$ cat src/rtl/micro_pkg.sv
// micro_pkg: shared FSM states, BCD digit limits and the one-hot key encoder
package micro_pkg;
  typedef enum logic [2:0] {S_IDLE, S_CLEAR, S_GAP, S_KEY, S_START, S_DONE} state_t;
  localparam logic [3:0] MAX_MIN = 4'd9;
  localparam logic [3:0] MAX_TEN = 4'd5;
  localparam logic [3:0] MAX_ONE = 4'd9;
  function automatic logic [9:0] digit_onehot(input logic [3:0] d);
    return (d > 4'd9) ? 10'd0 : 10'd1 << d;
  endfunction
endpackage

$ cat src/rtl/keypad_sequencer_phase_timer.sv
// phase_timer: loadable down-counter that parks at zero and flags it
module phase_timer #(
  parameter int W = 4
) (
  input  logic         clk,
  input  logic         resetn,
  input  logic         i_load,
  input  logic [W-1:0] i_val,
  output logic         o_zero
);
  logic [W-1:0] r_cnt;
  always_ff @(posedge clk or negedge resetn) begin
    if (!resetn) r_cnt <= '0;
    else if (i_load) r_cnt <= i_val;
    else if (r_cnt != '0) r_cnt <= r_cnt - 1'b1;
  end
  assign o_zero = r_cnt == '0;
endmodule

$ cat src/rtl/keypad_sequencer.sv
// keypad_sequencer: replays clear, three timed digit presses and an optional start onto the micro keypad
module keypad_sequencer import micro_pkg::*; #(
  parameter int PRESS_CYCLES = 5,
  parameter int GAP_CYCLES   = 8
) (
  input  logic       clk,
  input  logic       resetn,
  input  logic       req,
  input  logic [3:0] min_bcd,
  input  logic [3:0] ten_bcd,
  input  logic [3:0] one_bcd,
  input  logic       auto_start,
  output logic [9:0] teclado,
  output logic       limpan,
  output logic       comecan,
  output logic       busy,
  output logic       done,
  output logic       err
);
  localparam int MAXPG = PRESS_CYCLES > GAP_CYCLES ? PRESS_CYCLES : GAP_CYCLES;
  localparam int CW = $clog2(MAXPG + 1);
  localparam logic [CW-1:0] P_LOAD = CW'(PRESS_CYCLES - 1);
  localparam logic [CW-1:0] G_LOAD = CW'(GAP_CYCLES - 1);
  state_t        r_state;
  logic [3:0]    r_min, r_ten, r_one;
  logic          r_as;
  logic [1:0]    r_idx;
  logic [9:0]    r_teclado;
  logic          r_limpan, r_comecan, r_busy, r_done, r_err;
  logic          w_zero, w_legal, w_load;
  logic [CW-1:0] w_load_val;
  logic [3:0]    w_digit;
  assign w_legal = min_bcd <= MAX_MIN && ten_bcd <= MAX_TEN && one_bcd <= MAX_ONE;
  // The timer is reloaded on every phase change; the IDLE and GAP exits start a press
  assign w_load = (r_state == S_IDLE && req && w_legal) ||
                  (r_state inside {S_CLEAR, S_GAP, S_KEY, S_START} && w_zero);
  assign w_load_val = (r_state == S_IDLE || r_state == S_GAP) ? P_LOAD : G_LOAD;
  assign w_digit = r_idx == 2'd0 ? r_min : r_idx == 2'd1 ? r_ten : r_one;
  phase_timer #(.W(CW)) u_timer (
    .clk    (clk),
    .resetn (resetn),
    .i_load (w_load),
    .i_val  (w_load_val),
    .o_zero (w_zero)
  );
  always_ff @(posedge clk or negedge resetn) begin
    if (!resetn) begin
      r_state   <= S_IDLE;
      r_min     <= '0;
      r_ten     <= '0;
      r_one     <= '0;
      r_as      <= 1'b0;
      r_idx     <= '0;
      r_teclado <= '0;
      r_limpan  <= 1'b1;
      r_comecan <= 1'b1;
      r_busy    <= 1'b0;
      r_done    <= 1'b0;
      r_err     <= 1'b0;
    end else begin
      r_done <= 1'b0;
      r_err  <= 1'b0;
      case (r_state)
        S_IDLE: if (req) begin
          if (w_legal) begin
            r_min    <= min_bcd;
            r_ten    <= ten_bcd;
            r_one    <= one_bcd;
            r_as     <= auto_start;
            r_idx    <= '0;
            r_limpan <= 1'b0;
            r_busy   <= 1'b1;
            r_state  <= S_CLEAR;
          end else r_err <= 1'b1;
        end
        S_CLEAR, S_KEY, S_START: if (w_zero) begin
          r_limpan  <= 1'b1;
          r_comecan <= 1'b1;
          r_teclado <= '0;
          r_state   <= S_GAP;
          if (r_state == S_KEY) r_idx <= r_idx + 2'd1;
          // Consuming the start request lets the following GAP fall through to DONE
          if (r_state == S_START) r_as <= 1'b0;
        end
        S_GAP: if (w_zero) begin
          if (r_idx != 2'd3) begin
            r_teclado <= digit_onehot(w_digit);
            r_state   <= S_KEY;
          end else if (r_as) begin
            r_comecan <= 1'b0;
            r_state   <= S_START;
          end else begin
            r_busy  <= 1'b0;
            r_done  <= 1'b1;
            r_state <= S_DONE;
          end
        end
        S_DONE:  r_state <= S_IDLE;
        default: r_state <= S_IDLE;
      endcase
    end
  end
  assign teclado = r_teclado;
  assign limpan  = r_limpan;
  assign comecan = r_comecan;
  assign busy    = r_busy;
  assign done    = r_done;
  assign err     = r_err;
endmodule

$ cat config.mk
export PLATFORM = sky130hd
export DESIGN_NAME = keypad_sequencer
export DESIGN_NICKNAME = d
export VERILOG_FILES = /design/src/rtl/micro_pkg.sv /design/src/rtl/keypad_sequencer_phase_timer.sv /design/src/rtl/keypad_sequencer.sv
export SDC_FILE = /design/constraint.sdc
export NUM_CORES = 1
export LEC_CHECK = 0
export ABC_AREA = 1
export CELL_PAD_IN_SITES_DETAIL_PLACEMENT = 0
export CELL_PAD_IN_SITES_GLOBAL_PLACEMENT = 2
export CORE_MARGIN = 2
export CORE_UTILIZATION = 33
export CTS_CLUSTER_DIAMETER = 30
export CTS_CLUSTER_SIZE = 8
export DETAILED_ROUTE_END_ITERATION = 16
export PLACE_DENSITY = 0.92
export SLEW_MARGIN = 10
export SYNTH_ARGS = -nofsm -noshare
export SYNTH_HDL_FRONTEND = slang
export SYNTH_SLANG_ARGS = --single-unit
$ cat constraint.sdc
create_clock -name clk -period 3.84 [get_ports clk]
set_input_delay 0.384 -clock clk [delete_from_list [all_inputs] [get_ports clk]]
set_output_delay 0.384 -clock clk [all_outputs]
set_load 0.01 [all_outputs]
==> results of run 1 <==
==> routing by layer <==
metal / part of all wire [%] / global-route usage [%] / vias up
li1: - / - / 841
met1: 50 / 19.2 / 727
met2: 45 / 22.4 / 34
met3: 3.7 / 3.67 / 7
met4: 1.7 / 5.76 / 0
met5: 0 / 0 / -
==> registers in the layout, indices dropped and copies added (netlist names) <==
register       cells
err                1
r_ten              4
busy               1
teclado           10
done               1
u_timer.r_cnt      4
r_as               1
r_min              4
r_one              4
r_idx              2
r_state            3
comecan            1
limpan             1
==> cells by family after synthesis <==
family                   count (synthesis)  share of synthesized area [%]
AND/OR/NAND/NOR                        147                           35.5
buffers and inverters                   36                           7.79
XOR/XNOR                                 2                          0.887
adder cells (fa/ha/maj)                  4                           2.53
flip-flops                              37                           47.0
AO/OA/AOI/OAI                           23                           6.33
==> critical path, stage by stage (launching register included) <==
cell and delay [ps]:
dfrtp_1 420, inv_1 90, ha_1 210, inv_1 130
o21ai_0 400, inv_1 140, nand3_1 120, inv_1 50
nand2_1 60, nand2_1 40
==> final timing paths <==
| kind | from | endpoint | slack (ps) | cells after the start |
|---|---|---|---|---|
| min | resetn | r_one[0]$_DFFE_PN0P_ | 180 | 1 |
| max in group asynchronous | resetn | r_min[3]$_DFFE_PN0P_ | 3120 | 1 |
| max reg2reg | r_idx[0]$_DFFE_PN0P_ | teclado[5]$_DFFE_PN0P_ | 2070 | 9 |
| max | r_idx[0]$_DFFE_PN0P_ | teclado[5]$_DFFE_PN0P_ | 2070 | 9 |
| min in group clk | limpan$_DFFE_PN1P_ | limpan$_DFFE_PN1P_ | 470 | 2 |
| min reg2reg | limpan$_DFFE_PN1P_ | limpan$_DFFE_PN1P_ | 470 | 2 |
==> stage by stage <==
| step | setup slack (ps) | hold slack [ps] | total power [mW] | util (%) | cell area (um^2) |
|---|---|---|---|---|---|
| 2_1_floorplan | 2340 | 88.4 | 1.18 | - | 1980 |
| 3_3_place_gp | 1880 | 463 | 1.39 | 39.9 | 2340 |
| 3_5_place_dp | 1890 | 464 | 1.40 | 39.9 | 2340 |
| 4_1_cts | 2070 | 235 | 1.67 | 41.3 | 2420 |
| 5_1_grt | 1870 | 265 | 1.82 | 41.3 | 2420 |
| 6_report | 2070 | 176 | 1.65 | 41.3 | 2420 |
==> placed cells by master, fill, tap and decap left out <==
| cell type | instances |
|---|---|
| o21ai_2 | 1 |
| nor2_1 | 15 |
| a21oi_1 | 2 |
| xor2_1 | 1 |
| clkdlybuf4s50_1 | 29 |
| xnor2_1 | 1 |
| a21oi_2 | 1 |
| inv_4 | 1 |
| nand2_4 | 1 |
| o21ai_0 | 13 |
| inv_2 | 4 |
| ha_1 | 4 |
| nand3b_1 | 2 |
| nor2_8 | 1 |
| or2_2 | 1 |
| o211ai_1 | 1 |
| nand4_1 | 2 |
| dfstp_2 | 2 |
| nor2_4 | 5 |
| dfrtp_1 | 35 |
| inv_1 | 28 |
| nor3_1 | 2 |
| clkbuf_1 | 3 |
| nand2_1 | 95 |
| clkbuf_8 | 5 |
| nor2_2 | 2 |
| nand3_2 | 2 |
| nand3_4 | 2 |
| buf_2 | 1 |
| nand2_2 | 3 |
| o21ai_1 | 5 |
| nand3_1 | 14 |
==> synth_stat cells, types with 2 or more instances <==
| master | n | share of area [%] |
|---|---|---|
| nand3_1 | 14 | 3.5 |
| nand3_2 | 2 | 1.0 |
| inv_2 | 4 | 0.76 |
| o21ai_1 | 5 | 1.3 |
| nor2_2 | 2 | 0.63 |
| dfstp_2 | 2 | 2.7 |
| dfrtp_1 | 35 | 44 |
| nand4_1 | 2 | 0.63 |
| nand3_4 | 2 | 1.8 |
| ha_1 | 4 | 2.5 |
| nor3_1 | 2 | 0.51 |
| o21ai_0 | 13 | 3.3 |
| a21oi_1 | 2 | 0.51 |
| buf_6 | 2 | 1.1 |
| nor2_4 | 5 | 2.8 |
| inv_1 | 28 | 5.3 |
| nand2_1 | 95 | 18 |
| nand3b_1 | 2 | 0.76 |
| nor2_1 | 15 | 2.8 |
| nand2_2 | 3 | 0.95 |
==> power groups by stage <==
stage	Clock (mW)	Combinational, mW	Sequential [mW]
after floorplan	0	0.562	0.621
after global placement	0	0.762	0.627
after detailed placement	0	0.770	0.631
after CTS	0.274	0.776	0.624
after global routing	0.292	0.883	0.643
final	0.261	0.765	0.622
==> layout make-up <==
cell class                      instances  area share [%]
Clock buffer                            8            3.31
Multi-Input combinational cell        176            37.0
Sequential cell                        37            38.4
Inverter                               33            5.23
Timing Repair Buffer                   30            12.2
Tap cell                               75            3.88
==> results.toml, run 1 <==
[run_status]
status = "completed"

[cts]
htree_levels = 2
clock_path_buffers = 2
clock_latency_ps = 290
cts_tree = "built"
clk_transition_reported_paths_ps = 70
cts_buffers = 5
cts_resized = 0
cts_hold_buf = 0
cts_sinks = 37
cts_root_buf = "clkbuf_8"
post_cts.repair.setup_buffers = 0

[logic_synthesis]
syn_nets = 269
yosys.cell_types.count = 30
ys.flop_type = "dfrtp_1"
netlist_area_um2 = 1980
syn_avg_cell_area_um2 = 7.93
synthCells = 249
synth-edff-count = 0
yosysWarnings = 0
ys_seq_elements = 37
seq_area_frac_synth_pct = 47.0
async_flop_share_pct = 100

[global_routing]
overflow = 0
grt_pass1_wl_um = 7160
grt_pass1_vias = 1533
grt_max_degree = 38
gr-usage-all-layers_pct = 14.4
antenna_found_initial = 0

[layout]
multi_input_area_um2 = 893
fin_cells = 359
regArea_um2 = 928
num-fill-cells = 617
nets = 303
syn_to_final_growth_pct = 22.4
n_antenna_cell = 0
layout-drive-gt1-share_pct = 11.3

[pwr]
p_sw_share_pct = 42.8
ir_drop_mv = 0.202
power.internal_mw = 0.944
power.leakage_nw = 1.22
combPwrFrac_pct = 46.4
p_clk_share_pct = 15.9
p_switching_mw = 0.705
pwr_density_cell_nw_per_um2 = 682
seq_power_share_pct = 37.7

[timing]
fin_skew_ps = 4.38
hold_viol = 0
slew_headroom_pct = 44.2
setup_tns_ps = 0
maxSlewViolCount = 0
post-route-period-util_pct = 46.2
rsz0062_at_grt = "false"
final.min_clock_period_ps = 1770
worstMarginPinSlew_ps = 837
max_freq_mhz = 564
setup_viol = 0

[die]
dieArea_um2 = 6620
ioPinCount = 31
die_w_um = 81.4
core.rowCount = 28
start_util_pct = 33.8
die_y_um = 81.4
core_um2 = 5850

[place]
gp_congestion = 0.768
place_inst = 351
port_buffers = 30
dp_hpwl_um = 3200

[critical_path]
arrival_ps = 1960
cp-end-kind = "register"
startpoint_type = "register"
crit_required_ps = 4020
crit_type = "reg -> reg"
critPathMaxFanout = 7

[detailed_routing]
drtIter0Drc = 59
route.detailed.drc = 0
viasPerCell = 4.48
vias = 1609
routed_wl_um = 4160
final_antenna_net_count = 0
dr.pass1.iters = 4
wl_per_cell_um = 11.6

[flow_run]
maxCapViolCount = 0

[hold_path]
hold_class = "in -> async"
Power figures use the tool's default switching activity.
==> run 2: changes to the inputs <==
--- a/config.mk
+++ b/config.mk
@@ -9,11 +9,11 @@
 export CELL_PAD_IN_SITES_DETAIL_PLACEMENT = 0
 export CELL_PAD_IN_SITES_GLOBAL_PLACEMENT = 2
 export CORE_MARGIN = 2
-export CORE_UTILIZATION = 33
+export CORE_UTILIZATION = 31
 export CTS_CLUSTER_DIAMETER = 30
 export CTS_CLUSTER_SIZE = 8
 export DETAILED_ROUTE_END_ITERATION = 16
-export PLACE_DENSITY = 0.92
+export PLACE_DENSITY = 0.88
 export SLEW_MARGIN = 10
 export SYNTH_ARGS = -nofsm -noshare
 export SYNTH_HDL_FRONTEND = slang
==> constraint.sdc (replaced) <==
create_clock -name clk -period 1.8 [get_ports clk]
set_input_delay 0.18 -clock clk [delete_from_list [all_inputs] [get_ports clk]]
set_output_delay 0.18 -clock clk [all_outputs]
set_load 0.01 [all_outputs]
==> run 2 against run 1 <==
  * Design area increased by 2.8%
  * Combinational power increased by 120%
  * Critical path depth unchanged
  * Non-clock buffer count increased by 7
  * Wire length increased by 1.6%
==> results.toml, run 2 (synthesized netlist as in run 1, its figures left out) <==
[global_routing]
antenna_found_initial = 0
grt_pass1_wl_um = 7560
grt_max_degree = 20
overflow = 0
gr-usage-all-layers_pct = 13.6
grt_pass1_vias = 1618

[timing]
hold_viol = 0
rsz0062_at_grt = "false"
max_freq_mhz = 603
maxSlewViolCount = 0
setup_tns_ps = 0
fin_skew_ps = 3.38
post-route-period-util_pct = 92.1
slew_headroom_pct = 75.1
worstMarginPinSlew_ps = 374
setup_viol = 0
final.min_clock_period_ps = 1660
whs_ps = 301

[detailed_routing]
dr.pass1.iters = 4
drtIter0Drc = 91
wl_per_cell_um = 11.5
viasPerCell = 4.44
final_antenna_net_count = 0
routed_wl_um = 4230
route.detailed.drc = 0
vias = 1630

[pwr]
pwr_density_cell_nw_per_um2 = 1470
power.leakage_nw = 1.26
ir_drop_mv = 0.510

[flow_run]
maxCapViolCount = 0

[cts]
post_cts.repair.setup_buffers = 0
clock_latency_ps = 280
clk_transition_reported_paths_ps = 70
clock_path_buffers = 2
cts_sinks = 37
htree_levels = 2
cts_buffers = 5
cts_root_buf = "clkbuf_8"
cts_tree = "built"

[layout]
final_cell_mix = "95 x nand2_1, 35 x dfrtp_1, 29 x clkdlybuf4s50_1, 28 x inv_1, 15 x nor2_1"
num-fill-cells = 694
syn_to_final_growth_pct = 25.8
fin_cells = 367
final_common_cell = "nand2_1"
nets = 310
fin_area_um2 = 2480
largest_register_ffs = 10
layout-drive-gt1-share_pct = 13.8
n_antenna_cell = 0

[hold_path]
hold_class = "in -> async"

[die]
core_um2 = 6240
die_w_um = 83.8
dieArea_um2 = 7030
core.rowCount = 29
ioPinCount = 31
die_y_um = 83.8
start_util_pct = 31.7

[critical_path]
arrival_ps = 1880
cp-startpoint = "r_idx[0]$_DFFE_PN0P_"
cp-end-kind = "register"
cpPeakStageDelay_ps = 420
timing.rr.start = "r_idx[0]$_DFFE_PN0P_"
crit_required_ps = 2030
path_cells = "inv_1 -> ha_1 -> inv_1 -> nand3_1 -> o21ai_1 -> nand3_1 -> nor2_2 -> nand2_1 -> nand2_1"
reg2regPathDepth = 9
crit_type = "reg -> reg"
critPathMaxFanout = 7
startpoint_type = "register"
critPathSlowestCell = "dfrtp_1"

[place]
port_buffers = 30
dp_hpwl_um = 3330
gp_congestion = 0.802
place_inst = 359
placed_cell_area_um2 = 2380

[run_status]
status = "completed"
run 2: cell count changes in the layout (fill, tap and decap cells not counted), sizes merged:
cell         delta
buf             +6
clkbuf          -1
dlygate4sd3     +1
run 2: per-stage QoR:
stage	util, %	power, mW	setup WS [ps]
after floorplan	-	2.52	300
after global placement	38.2	3.05	134
after detailed placement	38.2	3.07	104
after CTS	39.8	3.68	95.6
after global routing	39.8	4.02	5.02
final	39.8	3.64	143
run 2: path summary, 6_finish.rpt:
check	end	slack, ps
min reg2reg	limpan$_DFFE_PN1P_	470
min	teclado[3]$_DFFE_PN0P_	300
min in group clk	r_one[0]$_DFFE_PN0P_	420
max	teclado[5]$_DFFE_PN0P_	140
max in group asynchronous	limpan$_DFFE_PN1P_	950
max reg2reg	teclado[5]$_DFFE_PN0P_	140
run 2: what timing repair did:
item,CTS,global route
hold buffers,1,0
endpoints found under the setup margin,0,7
resized for setup,0,2
hold endpoints to repair,10,0
run 2: area by class of cell:
class                   instances  area, um^2  share of cell area [%]
clock buffers                   7        86.3                    3.47
inverters                      33         126                    5.09
multi-input cells             176         897                    36.1
flip-flops and latches         37         928                    37.4
well taps                      77        96.3                    3.88
repair buffers                 37         350                    14.1
run 2: layer usage:
metal / global-route usage (%) / share of wire, % / wire length, um
met1: 18.0 / 48 / 2040
met2: 22.0 / 47 / 1980
met3: 3.26 / 3.9 / 163
met4: 3.96 / 1.3 / 53
met5: 0 / 0 / 0
run 2: worst max-delay path: cells and delay by family, from the launching register on:
kind | cells | cell delay (ps)
AND/OR/NAND/NOR | 5 | 580
flip-flops | 1 | 420
buffers and inverters | 2 | 250
adder cells (fa/ha/maj) | 1 | 210
AO/OA/AOI/OAI | 1 | 150
run 2: power by group:
group | switching (mW) | leakage [nW] | internal, mW | total (mW)
registers | 0.206 | 0.479 | 1.13 | 1.33
logic | 1.04 | 0.733 | 0.685 | 1.72
clock network | 0.282 | 0.0443 | 0.304 | 0.586
